<file path="src/rtl/idex_bypass_stage.sv">
// idex_bypass_stage: LEGv8 ID/EX pipeline register with write-back bypass
// and load-use hazard detection.
// Optional build macro IDEX_STALL_CNT_EN adds the stall_count output port.

// Per-operand bypass mux: the register file returns stale data when it is
// written on the same edge, so substitute the write-back value.
module idex_bypass_mux #(
  parameter int N  = 64,
  parameter int ZR = 31
) (
  input  logic [4:0]   ra,
  input  logic [N-1:0] rd,
  input  logic         wb_we,
  input  logic [4:0]   wb_wa,
  input  logic [N-1:0] wb_wd,
  output logic [N-1:0] op
);
  localparam logic [4:0] ZR_IDX = 5'(ZR);

  // XZR is never bypassed; the register file already returns 0 for it
  always_comb begin
    op = rd;
    if (wb_we && (wb_wa == ra) && (ra != ZR_IDX)) op = wb_wd;
  end
endmodule

module idex_bypass_stage #(
  parameter int N  = 64,
  parameter int ZR = 31
) (
  input  logic         clk,
  input  logic         reset,
  input  logic         flush,
  input  logic         id_valid,
  input  logic [4:0]   id_ra1,
  input  logic [4:0]   id_ra2,
  input  logic [N-1:0] id_rd1,
  input  logic [N-1:0] id_rd2,
  input  logic [N-1:0] id_imm,
  input  logic [4:0]   id_wa,
  input  logic         id_regwrite,
  input  logic         id_memread,
  input  logic         wb_we,
  input  logic [4:0]   wb_wa,
  input  logic [N-1:0] wb_wd,
  output logic         ex_valid,
  output logic [N-1:0] ex_a,
  output logic [N-1:0] ex_b,
  output logic [N-1:0] ex_imm,
  output logic [4:0]   ex_wa,
  output logic         ex_regwrite,
  output logic         ex_memread,
  output logic         stall
`ifdef IDEX_STALL_CNT_EN
  ,
  output logic [31:0]  stall_count
`endif
);
  localparam int         NUM_OPS = 2;
  localparam logic [4:0] ZR_IDX  = 5'(ZR);

  logic [NUM_OPS-1:0][4:0]   ra_v;
  logic [NUM_OPS-1:0][N-1:0] rd_v;
  logic [NUM_OPS-1:0][N-1:0] op_v;

  logic         ex_valid_q, ex_valid_d;
  logic [N-1:0] ex_a_q, ex_a_d;
  logic [N-1:0] ex_b_q, ex_b_d;
  logic [N-1:0] ex_imm_q, ex_imm_d;
  logic [4:0]   ex_wa_q, ex_wa_d;
  logic         ex_regwrite_q, ex_regwrite_d;
  logic         ex_memread_q, ex_memread_d;

  assign ra_v = {id_ra2, id_ra1};
  assign rd_v = {id_rd2, id_rd1};

  for (genvar g = 0; g < NUM_OPS; g++) begin : g_byp
    idex_bypass_mux #(.N(N), .ZR(ZR)) u_byp (
      .ra    (ra_v[g]),
      .rd    (rd_v[g]),
      .wb_we (wb_we),
      .wb_wa (wb_wa),
      .wb_wd (wb_wd),
      .op    (op_v[g])
    );
  end

  // Load in EX feeding a source of the ID instruction: hold ID one cycle
  always_comb begin
    stall = id_valid && ex_valid_q && ex_memread_q && (ex_wa_q != ZR_IDX) &&
            ((ex_wa_q == id_ra1) || (ex_wa_q == id_ra2)) && !flush && !reset;
  end

  // Next EX contents: bubble on flush/stall (data held), else capture ID
  always_comb begin
    ex_valid_d    = ex_valid_q;
    ex_a_d        = ex_a_q;
    ex_b_d        = ex_b_q;
    ex_imm_d      = ex_imm_q;
    ex_wa_d       = ex_wa_q;
    ex_regwrite_d = ex_regwrite_q;
    ex_memread_d  = ex_memread_q;
    if (flush || stall) begin
      ex_valid_d    = 1'b0;
      ex_regwrite_d = 1'b0;
      ex_memread_d  = 1'b0;
    end else begin
      ex_valid_d    = id_valid;
      ex_a_d        = op_v[0];
      ex_b_d        = op_v[1];
      ex_imm_d      = id_imm;
      ex_wa_d       = id_wa;
      ex_regwrite_d = id_regwrite && id_valid;
      ex_memread_d  = id_memread && id_valid;
    end
  end

  // ID/EX capture register with synchronous reset
  always_ff @(posedge clk) begin
    if (reset) begin
      ex_valid_q    <= 1'b0;
      ex_a_q        <= '0;
      ex_b_q        <= '0;
      ex_imm_q      <= '0;
      ex_wa_q       <= '0;
      ex_regwrite_q <= 1'b0;
      ex_memread_q  <= 1'b0;
    end else begin
      ex_valid_q    <= ex_valid_d;
      ex_a_q        <= ex_a_d;
      ex_b_q        <= ex_b_d;
      ex_imm_q      <= ex_imm_d;
      ex_wa_q       <= ex_wa_d;
      ex_regwrite_q <= ex_regwrite_d;
      ex_memread_q  <= ex_memread_d;
    end
  end

  assign ex_valid    = ex_valid_q;
  assign ex_a        = ex_a_q;
  assign ex_b        = ex_b_q;
  assign ex_imm      = ex_imm_q;
  assign ex_wa       = ex_wa_q;
  assign ex_regwrite = ex_regwrite_q;
  assign ex_memread  = ex_memread_q;

`ifdef IDEX_STALL_CNT_EN
  logic [31:0] stall_cnt_q, stall_cnt_d;

  // Count load-use stall cycles; flush bubbles never raise stall
  always_comb begin
    stall_cnt_d = stall ? stall_cnt_q + 32'd1 : stall_cnt_q;
  end

  // Stall counter register, wraps naturally
  always_ff @(posedge clk) begin
    if (reset) stall_cnt_q <= '0;
    else       stall_cnt_q <= stall_cnt_d;
  end

  assign stall_count = stall_cnt_q;
`endif
endmodule

</file>
<file path="config.mk">
export PLATFORM = sky130hd
export DESIGN_NAME = idex_bypass_stage
export DESIGN_NICKNAME = d
export VERILOG_FILES = /design/src/rtl/idex_bypass_stage.sv
export SDC_FILE = /design/constraint.sdc
export NUM_CORES = 1
export LEC_CHECK = 0
export BUFFER_PORTS_ARGS = -buffer_cell sky130_fd_sc_hd__buf_4
export CAP_MARGIN = 10
export CORE_AREA = 2 2 189 191
export CTS_CLUSTER_DIAMETER = 50
export DETAILED_ROUTE_END_ITERATION = 16
export DIE_AREA = 0 0 191 193
export SETUP_SLACK_MARGIN = 0.15
export SLEW_MARGIN = 25
export SYNTH_ARGS = -nofsm -noshare
export SYNTH_HDL_FRONTEND = slang
export SYNTH_SLANG_ARGS = --single-unit
</file>
<file path="constraint.sdc">
create_clock -name clk -period 2.3 [get_ports clk]
set_input_delay 0.115 -clock clk [delete_from_list [all_inputs] [get_ports clk]]
set_output_delay 0.115 -clock clk [all_outputs]
set_load 0.02 [all_outputs]
</file>
==> impl_metrics.toml <==
[worst_setup_path]
arrival_ns = 2.41
timing.rr.start = "ex_wa[4]$_SDFFE_PP0N_"
path_common_cell = "buf_4"
crit_buf_inv = 2
end_kind = "flip-flop"
slowest_stage = "a2111oi_0"
reg2regPathDepth = 7
r2r_setup_slack_ns = 0.21
cp_top_family = "compound AO/OA/AOI/OAI gates"
path_class = "flip-flop to flip-flop"
required_ns = 2.62
crit_path_max_fanout = 24
r2r-end = "ex_b[52]$_SDFFE_PP0N_"
path_cells = "and3_4 -> nand3_4 -> and4_4 -> buf_4 -> buf_4 -> a2111oi_0 -> a211oi_1"
cp-start-kind = "flip-flop"
max_stage_delay_ns = 0.49

[logic_synthesis]
synth.area.mux_share_pct = 5.75
synth_cells = 1273
synth_top_family_by_area = "compound AO/OA/AOI/OAI gates"
ys_types = 27
synth-compound-area-share_pct = 30.6
synth_area_per_cell_um2 = 9.43
seq_area_frac_synth_pct = 33.3
syn_area_mm2 = 0.0120
synth_fp_nets = 1556
synthAdderAreaFrac_pct = 0
ys_ff_latch = 200
synth_xor_area_share_pct = 1.31
ys_warn_count = 0
synthSimpleGateAreaFrac_pct = 17.5

[run_status]
outcome = "complete, no violations"

[cts]
cts.sinks = 200
numCtsBuffers = 17
insertion_delay_ns = 0.46
path_clk_slew_ns = 0.08
ctsRootBufferMaster = "clkbuf_16"
cts.htree.levels = 4
clockBufferDepth = 2
cts_tree = "built"

[placed_design]
gp_congestion = 0.868
pre_cts_ws_ns = 0.0301
place.detailed.hpwl_um = 32300
port_buffers = 483

[worst_hold_path]
holdCritPathClass = "input port to flip-flop"
hold_depth = 3
worst_hold_path.endpoint = "ex_imm[63]$_SDFFE_PP0N_"
worstHoldStart = "id_imm[63]"

[power]
powerDensity_mw_per_mm2 = 536
ir_worst_vdd_mv = 0.520
leakagePower_nw = 6.99
power_mw = 9.65

[global_route]
first_global_vias = 11800
grt_max_degree = 166
grt_first_pass_wirelength_um = 70300
gr-total-overflow = 0
antenna_found_initial = 3
grt_util_all_layers_pct = 24.6

[route]
wl_met3_um = 3830
ant_nets = 0
vias = 12200
wl_per_cell_um = 21.8
first_iter_violations = 688
drc = 0
firstDrtPassIters = 5
top_layer = "met5"
drt-met1-wl_um = 20100
drt-total-wl_um = 48400
via_per_inst = 5.51
wl_met2_um = 23300

[sta]
setup_viol = 0
hold_viol_final = 0
fin_skew_ns = 0.0166
fmax_mhz = 479
period_minus_slack_ns = 2.09
finalCritPeriodShare_pct = 90.9
slew_headroom_pct = 39.6
fin_ws_ns = 0.210
final_max_slew_viol_count = 0
holdWs_ns = 0.000412
rsz0062_at_grt = "true"
setup_tns_ns = 0
worst_pin_slew_ns = 0.907

[floorplan]
start_util_pct = 34.3
core-area_mm2 = 0.0350
die_h_um = 193
row_count = 69
io_pins = 484
die_w_um = 191
die_area_mm2 = 0.0369

[final_layout]
drive_gt1_share_pct = 39.8
finalNetCount = 2024
final_cell_mix = "517 x buf_4, 196 x dfxtp_1, 139 x nand2b_1"
mostFrequentLayoutCell = "buf_4"
area_growth_syn_to_layout_pct = 49.9

[flow_run]
cap_violations = 0
[Yosys cell counts]
library cell,count,area share [%]
clkbuf_1,110,3.4
buf_1,9,0.28
buf_2,28,1.2
o22ai_2,1,0.10
buf_4,14,0.88
and3_1,3,0.16
a21oi_1,3,0.13
nand2b_1,139,7.2
nand3_1,5,0.21
inv_1,129,4.0
o31a_1,128,9.3
nor2_1,3,0.094
a211oi_1,104,6.5
nor3_1,1,0.042
a211oi_2,24,2.5
mux2i_1,69,5.8
a21o_1,1,0.063
buf_6,18,1.7
dfxtp_1,200,33
xnor2_1,18,1.3
and2_1,2,0.10
a2111oi_2,50,6.3
a2111oi_0,78,5.7
and4_4,1,0.094
nand2_1,5,0.16
nand4_1,2,0.10
nor4b_1,128,9.3
[report_power, final]
group / switching, mW / total [mW] / leakage (nW) / internal [mW]
clock: 1.44 / 3.00 / 0.263 / 1.56
sequential: 0.153 / 3.86 / 1.66 / 3.70
combinational: 1.49 / 2.79 / 5.07 / 1.31
[worst max-delay path by stage]
| stage | from | end | slack, ns | depth (start not counted) |
|---|---|---|---|---|
| 4_1_cts | ex_wa[4]$_SDFFE_PP0N_ | stall | 0.07 | 7 |
| 3_3_place_gp | id_ra2[2] | ex_b[21]$_SDFFE_PP0N_ | 0.05 | 7 |
| 6_report | ex_wa[4]$_SDFFE_PP0N_ | ex_b[52]$_SDFFE_PP0N_ | 0.21 | 7 |
| 2_1_floorplan | ex_wa[0]$_SDFFE_PP0N_ | ex_a[27]$_SDFFE_PP0N_ | 0.36 | 8 |
| 3_5_place_dp | id_ra2[2] | ex_b[21]$_SDFFE_PP0N_ | 0.03 | 7 |
| 5_1_grt | ex_wa[1]$_SDFFE_PP0N_ | ex_a[42]$_SDFFE_PP0N_ | 0.11 | 10 |
[cell type report]
type / count / area, um2
antenna: 3 / 7.51
sequential: 200 / 4010
timing repair buffer: 627 / 5370
tap: 461 / 577
clock buffer: 22 / 464
multi-input combinational: 766 / 7000
fill: 3227 / 17000
inverter: 129 / 484
clock inverter: 9 / 92.6
[what timing repair did]
item	CTS	global route
gates resized for setup	39	53
setup endpoints to repair	163	134
setup buffers	5	15
pin swaps	4	7
hold endpoints to repair	70	0
hold buffers	70	0
gates cloned	1	9
[registers in the layout, indices dropped and copies added, names as in the netlist]
| register | count |
|---|---|
| ex_memread | 1 |
| ex_regwrite | 1 |
| ex_a | 64 |
| ex_valid | 1 |
| ex_imm | 64 |
| ex_b | 64 |
| ex_wa | 5 |
[logic make-up (layout without fill, tap and decap cells)]
kind of cell    Yosys count  count (layout)
flops                   200             200
other cells               0               3
mux                      69              69
compound gates          389             389
simple gates            289             290
buf+inv                 308             787
xor+xnor                 18              18
[per-stage QoR]
stage	util (%)	cells	instance area (um2)
after floorplan	-	1273	12000
after global placement	45.8	2083	16000
after detailed placement	45.8	2083	16000
after CTS	50.0	2190	17500
after global routing	51.5	2216	18000
final	51.5	2217	18000
[worst register-to-register path, stage by stage, from the launching register on]
cell       delay, ns
dfxtp_2         0.38
and3_4          0.20
nand3_4         0.13
and4_4          0.23
buf_4           0.16
buf_4           0.26
a2111oi_0       0.51
a211oi_1        0.09
[per-layer routing]
metal | track usage, % | vias up
li1 | - | 5752
met1 | 30.5 | 5859
met2 | 41.2 | 538
met3 | 6.44 | 65
met4 | 8.44 | 2
met5 | 0 | -
No activity file was read; power rests on OpenSTA's default activity.
